==> config.mk <==
export PLATFORM = sky130hd
export DESIGN_NAME = click_gate_sched
export DESIGN_NICKNAME = d
export VERILOG_FILES = /design/src/rtl/click_pkg.sv /design/src/rtl/click_sync.sv /design/src/rtl/click_gate_sched.sv
export SDC_FILE = /design/constraint.sdc
export NUM_CORES = 1
export LEC_CHECK = 0
export ABC_AREA = 0
export CAP_MARGIN = 20
export CORE_ASPECT_RATIO = 1.75
export CORE_MARGIN = 2
export CORE_UTILIZATION = 52
export DETAILED_ROUTE_END_ITERATION = 10
export GPL_TIMING_DRIVEN = 0
export PLACE_DENSITY = 0.82
export SLEW_MARGIN = 20
export SYNTH_ARGS = -nofsm -noshare
export SYNTH_HDL_FRONTEND = slang
export SYNTH_HIERARCHICAL = 1
export SYNTH_SLANG_ARGS = --single-unit
==> constraint.sdc <==
create_clock -name clk -period 2.6 [get_ports clk]
set_input_delay 0.39 -clock clk [delete_from_list [all_inputs] [get_ports clk]]
set_output_delay 0.39 -clock clk [all_outputs]
set_load 0.02 [all_outputs]
==> src/rtl/click_pkg.sv <==
// click_pkg: shared FSM encoding and default parameters for the click gate scheduler
package click_pkg;
    typedef enum logic [1:0] {IDLE, GRANT, GUARD} state_t;
    localparam int N_DEF = 4;
    localparam int SYNC_STAGES_DEF = 2;
    localparam int GUARD_CYCLES_DEF = 2;
    localparam int CNT_W_DEF = 16;
endpackage

==> src/rtl/click_sync.sv <==
// click_sync: per-bit multi-flop synchronizer for asynchronous phase inputs
module click_sync #(
    parameter int W = 4,
    parameter int STAGES = 2
) (
    input  logic         clk,
    input  logic         rst,
    input  logic [W-1:0] i_d,
    output logic [W-1:0] o_q
);
    logic [STAGES-1:0][W-1:0] r_ff;
    // shift each input bit through STAGES flops
    always_ff @(posedge clk or posedge rst)
        if (rst) r_ff <= '0;
        else r_ff <= {r_ff[STAGES-2:0], i_d};
    assign o_q = r_ff[STAGES-1];
endmodule

==> src/rtl/click_gate_sched.sv <==
// click_gate_sched: round-robin scheduler granting one click_barrier gate at a time
module click_gate_sched
    import click_pkg::*;
#(
    parameter int N = N_DEF,
    parameter int SYNC_STAGES = SYNC_STAGES_DEF,
    parameter int GUARD_CYCLES = GUARD_CYCLES_DEF,
    parameter int CNT_W = CNT_W_DEF
) (
    input  logic                 clk,
    input  logic                 rst,
    input  logic                 en,
    input  logic [N-1:0]         req_phase,
    input  logic [N-1:0]         ack_phase,
    output logic [N-1:0]         go,
    output logic [$clog2(N)-1:0] grant_idx,
    output logic                 busy,
    output logic [CNT_W-1:0]     xfer_cnt
);
    localparam int IW = $clog2(N);
    logic [N-1:0] w_req_s, w_ack_s, w_pend;
    logic [N-1:0] r_go;
    logic [IW-1:0] r_idx, r_ptr, w_sel, w_cand;
    logic r_ack_cap, w_found, w_done;
    logic [3:0] r_guard;
    logic [CNT_W-1:0] r_cnt;
    state_t r_state, w_next;

    click_sync #(.W(N), .STAGES(SYNC_STAGES)) u_req_sync (.clk(clk), .rst(rst), .i_d(req_phase), .o_q(w_req_s));
    click_sync #(.W(N), .STAGES(SYNC_STAGES)) u_ack_sync (.clk(clk), .rst(rst), .i_d(ack_phase), .o_q(w_ack_s));

    assign w_pend = w_req_s ^ w_ack_s;
    assign w_done = w_ack_s[r_idx] != r_ack_cap;

    // pick the nearest pending channel after the last grant, wrapping around
    always_comb begin
        w_sel = '0;
        w_cand = '0;
        w_found = 1'b0;
        for (int k = N; k >= 1; k--) begin
            w_cand = IW'((int'(r_ptr) + k) % N);
            if (w_pend[w_cand]) begin
                w_sel = w_cand;
                w_found = 1'b1;
            end
        end
    end

    // state register
    always_ff @(posedge clk or posedge rst)
        if (rst) r_state <= IDLE;
        else r_state <= w_next;

    // next-state logic
    always_comb begin
        w_next = r_state;
        case (r_state)
            IDLE:    w_next = (en && w_found) ? GRANT : IDLE;
            GRANT:   w_next = w_done ? ((GUARD_CYCLES == 0) ? IDLE : GUARD) : GRANT;
            GUARD:   w_next = (r_guard <= 4'd1) ? IDLE : GUARD;
            default: w_next = IDLE;
        endcase
    end

    // grant, pointer, ack capture, guard and transfer counter registers
    always_ff @(posedge clk or posedge rst)
        if (rst) begin
            r_go <= '0;
            r_idx <= '0;
            r_ptr <= IW'(N - 1);
            r_ack_cap <= 1'b0;
            r_guard <= '0;
            r_cnt <= '0;
        end else begin
            case (r_state)
                IDLE: if (en && w_found) begin
                    r_go <= {{(N-1){1'b0}}, 1'b1} << w_sel;
                    r_idx <= w_sel;
                    r_ptr <= w_sel;
                    r_ack_cap <= w_ack_s[w_sel];
                end
                GRANT: if (w_done) begin
                    r_go <= '0;
                    r_cnt <= r_cnt + 1'b1;
                    r_guard <= 4'(GUARD_CYCLES);
                end
                GUARD: r_guard <= r_guard - 1'b1;
                default: r_go <= '0;
            endcase
        end

    // outputs
    always_comb begin
        go = r_go;
        grant_idx = r_idx;
        busy = r_state != IDLE;
        xfer_cnt = r_cnt;
    end
endmodule
# ---- Word-level counts from Yosys, hierarchy flattened
# Index checks and enable logic that the tools add are counted.
dict set report totals {
  wordCells 69
  ramBits 0
  latch_bits 0
  reg_bits 47
  rom_bits 0
  memories 0
  input_bits 11
}
dict set report classes {
  reduce_logical 8
  bitwise 2
  mux 29
  add_sub_neg 6
  shift 1
  order_cmp 7
  div_mod_pow 0
  mul 0
  n_eq_ne 5
}
# operator count
set op_table {}
lappend op_table {{< comparator 2 x 3 -> 1 bit (second input constant)} 6}
lappend op_table {{adder 16 x 1 -> 16 bit (second input constant)} 1}
lappend op_table {{binary-select mux 1 bit (select 2 bit)} 6}
lappend op_table {{2-to-1 mux 2 bit} 6}
lappend op_table {{2-to-1 mux 4 bit} 3}
lappend op_table {{case mux 4 bit (3 select lines)} 1}
lappend op_table {{2-to-1 mux 1 bit} 11}
lappend op_table {{case mux 4 bit (2 select lines)} 1}
lappend op_table {{case mux 2 bit (3 select lines)} 1}
lappend op_table {{AND reduction 2 bit} 3}
lappend op_table {{adder 2 x 1 -> 2 bit (second input constant)} 2}
lappend op_table {{adder 2 bit (second input constant)} 2}
lappend op_table {{<= comparator 4 x 1 -> 1 bit (second input constant)} 1}
lappend op_table {{!= test 2 bit (second input constant)} 2}
lappend op_table {{nonzero test 2 bit} 2}
lappend op_table {{<< shifter 1 x 2 -> 4 bit (first input constant)} 1}
lappend op_table {{subtractor 4 x 1 -> 4 bit (second input constant)} 1}
lappend op_table {{bitwise XOR 4 bit} 1}
lappend op_table {{AND reduction 3 bit} 1}
lappend op_table {{equality test 2 x 1 -> 1 bit (second input constant)} 1}
lappend op_table {{equality test 2 bit (second input constant)} 1}
lappend op_table {{zero test 2 bit} 1}
lappend op_table {{logical AND 1 bit} 1}
lappend op_table {{!= test 1 bit} 1}
lappend op_table {{NOT 1 bit} 1}

# ---- Logic depth before layout (Yosys ltp)
# Gate-level depths: netlist of run 1.
dict set report logic_depth {
  ltp_word 10
  depth_mapped 7
  depth_no_buf 5
}

# ---- Modules after synthesis
# The synthesis of run 1 kept the hierarchy.
# mod instances area_per_inst_um2 cells_per_inst seq_area_each_um2
set modules_own_cells {}
lappend modules_own_cells {click_gate_sched 1 1634.1 146 778.2}
lappend modules_own_cells {click_sync 2 234.0 13 200.2}

# ---- Least setup slack after synthesis of run 1
# No wires, ideal clock.
dict set report synth_timing {
  path_kind {reg-to-reg}
  startpoint {reg r_idx[0] (netlist: grant_idx[0])}
  endpoint {reg r_cnt[4] (netlist: xfer_cnt[4])}
  period_less_slack_ns 1.923
  path_stages_with_launch 7
  slack_ns 0.677
  t_arrival_ns 1.793
  setup_time_ns 0.129
  path_buffers 1
  cell_sequence {dfrtp_1 > mux4_2 > xor2_2 > nor2b_2 > buf_6 > nand4_1 > xnor2_1}
}
dict set report synth_between {
  elab_chain_len 4
}
# element line
set synth_lines {}
lappend synth_lines {{start, declared} click_gate_sched.sv:23} ;# logic [IW-1:0] r_idx, r_ptr, w_sel, w_cand;
lappend synth_lines {{start signal, assigned} click_gate_sched.sv:78} ;# r_idx <= w_sel;
lappend synth_lines {{binary-select mux 1 bit (select 2 bit)} click_gate_sched.sv:33} ;# assign w_done = w_ack_s[r_idx] != r_ack_cap;
lappend synth_lines {{2-to-1 mux 1 bit (not written as such)} click_gate_sched.sv:33}
lappend synth_lines {{!= test 1 bit} click_gate_sched.sv:33}
lappend synth_lines {{AND reduction 2 bit (no line)} -}
lappend synth_lines {{end signal, assigned} click_gate_sched.sv:84} ;# r_cnt <= r_cnt + 1'b1;
lappend synth_lines {{end, declared} click_gate_sched.sv:26} ;# logic [CNT_W-1:0] r_cnt;
# No other way between the ends. The select of a mux whose other input is x is not followed.
# A chain may end at the register's enable or synchronous reset.

# ---- Worst setup path in the final report of run 1
dict set report layout_timing {
  startpoint {reg u_ack_sync.r_ff (netlist bit u_ack_sync/o_q[3])}
  endpoint {reg r_ack_cap}
}
dict set report layout_between {
  elab_chain_len 9
  word_cells_on_any_way 21
  cone_classes {mux (18); bitwise (1); reduce/logical (2)}
}
# element line
set layout_lines {}
lappend layout_lines {{start, declared} click_sync.sv:11} ;# logic [STAGES-1:0][W-1:0] r_ff;
lappend layout_lines {{start signal, assigned} click_sync.sv:15} ;# else r_ff <= {r_ff[STAGES-2:0], i_d};
lappend layout_lines {{bitwise XOR 4 bit} click_gate_sched.sv:32} ;# assign w_pend = w_req_s ^ w_ack_s;
lappend layout_lines {{binary-select mux 1 bit (select 2 bit)} click_gate_sched.sv:42} ;# if (w_pend[w_cand]) begin
lappend layout_lines {{2-to-1 mux 1 bit (not written as such)} click_gate_sched.sv:42}
lappend layout_lines {{2-to-1 mux 2 bit or 2-to-1 mux 1 bit (tied branches) (4 in series)} click_gate_sched.sv:42}
lappend layout_lines {{binary-select mux 1 bit (select 2 bit) or logical AND 1 bit (tied branches)} {click_gate_sched.sv:80, click_gate_sched.sv:76}}
lappend layout_lines {{2-to-1 mux 1 bit (not written as such) or AND reduction 2 bit (tied branches)} -}
lappend layout_lines {{end signal, assigned} click_gate_sched.sv:80} ;# r_ack_cap <= w_ack_s[w_sel];
lappend layout_lines {{end, declared} click_gate_sched.sv:24} ;# logic r_ack_cap, w_found, w_done;
# Several ways; a longest one is shown, not always the timed one. The select of a mux whose other input is x is not followed.

==> flow_summary.json, run 1 <==
{
  "row_count": 30,
  "ys_seq_area_share_pct": 56.07,
  "die_x_um": 52.06,
  "antenna_found_initial": 0,
  "start_kind": "flip-flop",
  "cp_max_fo": 6,
  "synth_area_leaders": "dfrtp_1 54%, xnor2_1 6.3%, buf_4 2.9%",
  "cts_tree": "done",
  "final-hold-violation-count": 0,
  "drc": 0,
  "synth_cell_types": 42,
  "setup_viol": 0,
  "synthesis.nets": 186,
  "syn_to_final_growth_pct": 23.33,
  "tritoncts.num_buffers": 5,
  "initial_core_util_pct": 54.37,
  "pin_count": 34,
  "grt_usage_pct": 20.09,
  "first_iter_violations": 21,
  "power.total_w": 0.002396,
  "routed_wirelength_um": 4005,
  "r2r-end": "r_ack_cap",
  "synth_area_per_cell_um2": 12.22,
  "fin_crit_ns": 2.104,
  "yosysTopAreaCell": "dfrtp_1",
  "rr_startpoint": "u_ack_sync/o_q[3]",
  "fp.dieArea_mm2": 0.004587,
  "nets": 227,
  "ys_warn_count": 6,
  "num_antenna_cells": 0,
  "path_clk_slew_ns": 0.08,
  "vias": 1409,
  "via_per_inst": 5.378,
  "hold_path_class": "reg2reg",
  "fin_skew_ns": 0.004295,
  "drt-pass1-iter-count": 4,
  "drv_cap": 0,
  "finalMaxSlewViolations": 0,
  "grt_start_max_net_pins": 21,
  "core_mm2": 0.003866,
  "synthCells": 172,
  "finalCritPeriodShare_pct": 80.93,
  "status": "completed",
  "relSlewSlack_pct": 63.78,
  "dp_hpwl_um": 3118,
  "fp.dieH_um": 88.11,
  "drt-wirelength-per-cell_um": 15.29,
  "crit_arrival_ns": 2.26,
  "r2r_cells": 6,
  "cts_sinks": 47,
  "tightest_slew_ns": 0.5400,
  "grt_pass1_vias": 1517,
  "postCtsResizedCells": 0,
  "hold_path_end": "u_ack_sync/o_q[2]",
  "clock_latency_ns": 0.29,
  "port_buffers": 33,
  "cts_setup_buffers": 0,
  "rsz0062_at_grt": "false",
  "synth-seq-cells": 47,
  "cts_max_path_buffers": 2,
  "cp.required_ns": 2.76,
  "grt_pass1_wl_um": 6775,
  "hold_depth": 0,
  "final_antenna_net_count": 0,
  "fmax_mhz": 475.2,
  "p_leak_nw": 1.152,
  "netlist_area_mm2": 0.002102,
  "grt_remaining_overflow": 0,
  "vdd_ir_drop_max_uv": 533.4,
  "drive_gt1_share_pct": 13.55,
  "critPathCaptureType": "flip-flop",
  "r2r_slack_ns": 0.50,
  "power_density_mw_per_mm2": 924.3,
  "critical_path_class": "reg2reg",
  "hold_start": "u_ack_sync/r_ff[2]",
  "synth_top_cell_area_share_pct": 53.57,
  "htree_levels": 2,
  "clock-root-buffer": "clkbuf_8",
  "fin_tns_setup_ns": 0,
  "cts-hold-fix-buffers": 0,
  "gp_congestion": 0.7972
}
-- worst max-delay path: stages (launching register included) --
cell and delay [ns]:
dfrtp_1 0.37, buf_4 0.16, xor2_2 0.20, a211oi_1 0.51, nor4b_1 0.11, nor4b_1 0.46, o221ai_1 0.16
-- final cells by class --
| type | instances | area [µm²] |
|---|---|---|
| fill | 286 | 1274 |
| buffer | 10 | 75.07 |
| sequential | 47 | 1179 |
| tap | 48 | 60.06 |
| inverter | 8 | 30.03 |
| multi-input combinational | 107 | 818.3 |
| clock inverter | 2 | 12.51 |
| timing repair buffer | 34 | 345.3 |
| clock buffer | 6 | 72.57 |
-- synth_stat cells --
| master | count |
|---|---|
| dfrtp_1 | 45 |
| xnor2_1 | 15 |
| nand2_1 | 10 |
| nand3_1 | 9 |
| buf_4 | 8 |
| inv_1 | 8 |
| o21ai_0 | 7 |
| and3_1 | 6 |
| nor2_1 | 6 |
| xor2_1 | 6 |
| nand4_1 | 5 |
| ha_1 | 3 |
| nor4b_1 | 3 |
| a211oi_1 | 2 |
| a21o_1 | 2 |
| a21oi_1 | 2 |
| a22o_1 | 2 |
| a32o_1 | 2 |
| and2_1 | 2 |
| dfstp_2 | 2 |
| mux2_2 | 2 |
| mux2i_1 | 2 |
| nor2b_1 | 2 |
| nor3_1 | 2 |
| xor2_2 | 2 |
| a211oi_2 | 1 |
| a21boi_1 | 1 |
| a22oi_1 | 1 |
| and4_1 | 1 |
| buf_6 | 1 |
| clkbuf_1 | 1 |
| mux4_2 | 1 |
| nand2b_1 | 1 |
| nor2b_2 | 1 |
| nor3b_4 | 1 |
| o21a_1 | 1 |
| o21ai_1 | 1 |
| o21bai_1 | 1 |
| o221ai_1 | 1 |
| o311a_1 | 1 |
| o311ai_4 | 1 |
| xnor2_2 | 1 |
-- flip-flops by register name, summed over array words and instances (netlist names) --
signal / count
go: 4
u_ack_sync/o_q: 4
u_req_sync/r_ff: 4
u_ack_sync/r_ff: 4
xfer_cnt: 16
u_req_sync/o_q: 4
r_ack_cap: 1
r_state: 2
grant_idx: 2
r_ptr: 2
r_guard: 4
-- power by group --
group / switching, W / internal, W / leakage, nW / total (W)
registers: 0.000132 / 0.000896 / 0.588 / 0.00103
clock network: 0.000229 / 0.000188 / 0.0412 / 0.000417
logic: 0.000509 / 0.000443 / 0.523 / 0.000952
-- through the flow --
stage / hold slack (ns) / setup WS [ns] / util (%) / cells / area, µm²
3_5_place_dp: 0.3356 / 0.5007 / 64.85 / 254 / 2507
6_report: 0.3465 / 0.4958 / 67.05 / 262 / 2592
3_3_place_gp: 0.3324 / 0.6029 / 64.47 / 253 / 2492
2_1_floorplan: 0.2057 / 0.6775 / - / 172 / 2102
4_1_cts: 0.3548 / 0.4960 / 67.05 / 262 / 2592
5_1_grt: 0.3624 / 0.3500 / 67.05 / 262 / 2592
-- cells by family (layout without fill, tap and decap cells) --
kind of cell | count (synthesis) | count (layout) | synth area share (%)
and+or+nand+nor | 49 | 49 | 13.21
DFF | 47 | 47 | 56.07
AOI/OAI and AO/OA | 26 | 26 | 9.762
xor gates and xnor gates | 24 | 24 | 11.07
buffers and inverters | 18 | 60 | 5.000
muxes | 5 | 5 | 3.095
adders and majority gates | 3 | 3 | 1.786
-- worst max path at each step --
| stage | start | to | slack [ns] |
|---|---|---|---|
| final | u_ack_sync/o_q[3] | r_ack_cap | 0.50 |
| after floorplan | grant_idx[0] | xfer_cnt[4] | 0.68 |
| after CTS | u_ack_sync/o_q[3] | r_ack_cap | 0.50 |
| after detailed placement | u_ack_sync/o_q[3] | r_ack_cap | 0.50 |
| after global routing | u_ack_sync/o_q[0] | r_ack_cap | 0.35 |
| after global placement | u_ack_sync/o_q[3] | xfer_cnt[4] | 0.60 |
-- cell usage in the layout, fill, tap and decap left out, types with 2 or more instances in the layout --
master	Yosys	final
a211oi_1	2	2
mux2_2	2	2
a22o_1	2	2
inv_1	8	8
mux2i_1	2	2
and2_1	2	2
nor3_1	2	2
clkdlybuf4s50_1	0	33
dfrtp_1	45	45
buf_4	8	8
a32o_1	2	2
clkbuf_1	1	2
dfstp_2	2	2
nor2b_1	2	2
nor4b_1	3	3
and3_1	6	6
nand2_1	10	10
xor2_1	6	6
xor2_2	2	2
xnor2_1	15	15
a21oi_1	2	2
ha_1	3	3
a21o_1	2	2
clkbuf_8	0	5
o21ai_0	7	7
nand4_1	5	5
nand3_1	9	9
nor2_1	6	6
-- metal layers --
| layer | vias up | GRT usage [%] | wire length, µm |
|---|---|---|---|
| li1 | 667 | - | - |
| met1 | 697 | 21.83 | 1486 |
| met2 | 34 | 36.02 | 2270 |
| met3 | 11 | 3.925 | 124 |
| met4 | 0 | 10.05 | 124 |
| met5 | - | 0 | 0 |
(Power assumes the default switching activity.)
==> run 2, diff against run 1 <==
CORE_UTILIZATION = 47   (was 52)
PLACE_DENSITY = 0.78   (was 0.82)
clock period = 1.77 ns   (was 2.6 ns; I/O delays follow)
==> flow_summary.json, run 2 (synthesized netlist as in run 1, its figures left out) <==
{
  "cts_tree": "done",
  "fmax_mhz": 520.1,
  "final_common_cell": "dfrtp_1",
  "tritoncts.num_buffers": 5,
  "num_antenna_cells": 0,
  "initial_core_util_pct": 48.17,
  "final-hold-violation-count": 0,
  "drive_gt1_share_pct": 25.57,
  "finalMaxSlewViolations": 0,
  "port_buffers": 33,
  "syn_to_final_growth_pct": 34.94,
  "row_count": 32,
  "pin_count": 34,
  "critical_path_class": "reg2reg",
  "antenna_found_initial": 0,
  "dp_hpwl_um": 2767,
  "gp_congestion": 0.8037,
  "first_iter_violations": 18,
  "grt_pass1_vias": 1488,
  "pre_cts_slack_ns": -0.2804,
  "via_per_inst": 5.367,
  "drt-wirelength-per-cell_um": 15.45,
  "core_mm2": 0.004364,
  "finalCritPeriodShare_pct": 108.6,
  "largest_reg_flops": 16,
  "die_x_um": 54.56,
  "power_density_mw_per_mm2": 1466,
  "htree_levels": 2,
  "critPathCaptureType": "flip-flop",
  "drc": 0,
  "path_clk_slew_ns": 0.09,
  "fin_ws_ns": -0.1527,
  "start_kind": "flip-flop",
  "violations": "negative setup slack",
  "final_antenna_net_count": 0,
  "setup_viol": 26,
  "crit_arrival_ns": 2.15,
  "final_cell_mix": "42 x dfrtp_1, 33 x clkdlybuf4s50_1, 14 x xnor2_1",
  "fp.dieArea_mm2": 0.005045,
  "nets": 232,
  "status": "finished with violations",
  "grt_usage_pct": 19.40,
  "relSlewSlack_pct": 51.82,
  "cts_sinks": 47,
  "p_leak_nw": 1.220,
  "grt_start_max_net_pins": 32,
  "grt_pass1_wl_um": 7003,
  "drv_cap": 0,
  "fin_skew_ns": 0.009701,
  "cts_max_path_buffers": 2,
  "rsz0062_at_grt": "true",
  "fin_crit_ns": 1.923,
  "hold_path_class": "in2async",
  "routed_wirelength_um": 4171,
  "cp_max_fo": 8,
  "vdd_ir_drop_max_uv": 1012,
  "cp.required_ns": 2.00,
  "vias": 1449,
  "tightest_slew_ns": 0.7213,
  "clock-root-buffer": "clkbuf_8",
  "nFillCells": 324,
  "fin_util_pct": 64.99,
  "drt-pass1-iter-count": 5,
  "fp.dieH_um": 92.47,
  "clock_latency_ns": 0.30,
  "grt_remaining_overflow": 0
}
==> run 2: cell count changes in the layout (fill, tap and decap cells not counted), moves of 2 or more <==
cell	change
nand3_1	-4
buf_6	+3
dfrtp_1	-3
dfrtp_2	+3
nand3_2	+3
xor2_1	-3
a211oi_1	-2
a211oi_2	+2
buf_4	+2
bufinv_16	+2
nor2_1	-2
nor2_2	+2
xor2_2	+2
==> run 2: area by class of cell <==
cell class	instances	area [µm²]	area share, %
sequential	47	1182	41.68
multi-input combinational	107	949.7	33.48
timing repair buffer	43	429.2	15.13
clock buffer	5	68.82	2.426
clock inverter	3	67.56	2.382
tap	51	63.81	2.250
buffer	6	45.04	1.588
inverter	8	30.03	1.059
==> run 2: per-layer routing <==
metal | GRT usage [%] | part of all wire, % | vias to the layer above
li1 | - | - | 678
met1 | 22.26 | 40 | 716
met5 | 0 | 0 | -
met4 | 9.375 | 2.9 | 0
met3 | 3.065 | 2.9 | 10
met2 | 33.33 | 55 | 45
==> run 2: per-stage QoR <==
stage	area [µm²]	hold slack, ns	power, W	setup TNS (ns)	instances
after floorplan	2130	0.08116	0.002472	-0.7746	172
after global placement	2524	0.3322	0.002907	-3.953	256
after detailed placement	2524	0.3347	0.002954	-4.192	256
after CTS	2773	0.3022	0.004087	-3.738	269
after global routing	2836	0.3122	0.004409	-5.664	270
final	2836	0.2986	0.004159	-2.031	270
==> run 2: repair_timing <==
action | in CTS | in global routing
gates cloned | 1 | 0
setup endpoints to repair | 29 | 32
setup buffers | 7 | 2
hold buffers | 0 | 0
gates resized for setup | 17 | 7
pin swaps | 11 | 8
==> run 2: path summary, 6_finish.rpt <==
kind,start,end,slack [ns],cells after the start
worst max-delay path,u_ack_sync/o_q[0],xfer_cnt[10],-0.15,6
worst min-delay path,rst,u_ack_sync/o_q[2],0.30,2
worst max register to register,u_ack_sync/o_q[0],xfer_cnt[10],-0.15,6
worst min register to register,u_req_sync/r_ff[1],u_req_sync/o_q[1],0.35,0
max in group asynchronous,rst,grant_idx[0],0.87,2
min in group clk,u_req_sync/r_ff[1],u_req_sync/o_q[1],0.35,0
==> run 2: critical path, stage by stage (launching register included) <==
cell and delay (ns):
dfrtp_2 0.45, mux4_2 0.52, xor2_4 0.19, nor3b_4 0.21, buf_6 0.15, and3_4 0.19
xor2_2 0.13
==> run 2: power by group <==
group          internal (W)  switching, W  total (W)
registers           0.00132      0.000240    0.00156
logic              0.000814      0.000854    0.00167
clock network      0.000563      0.000371   0.000934
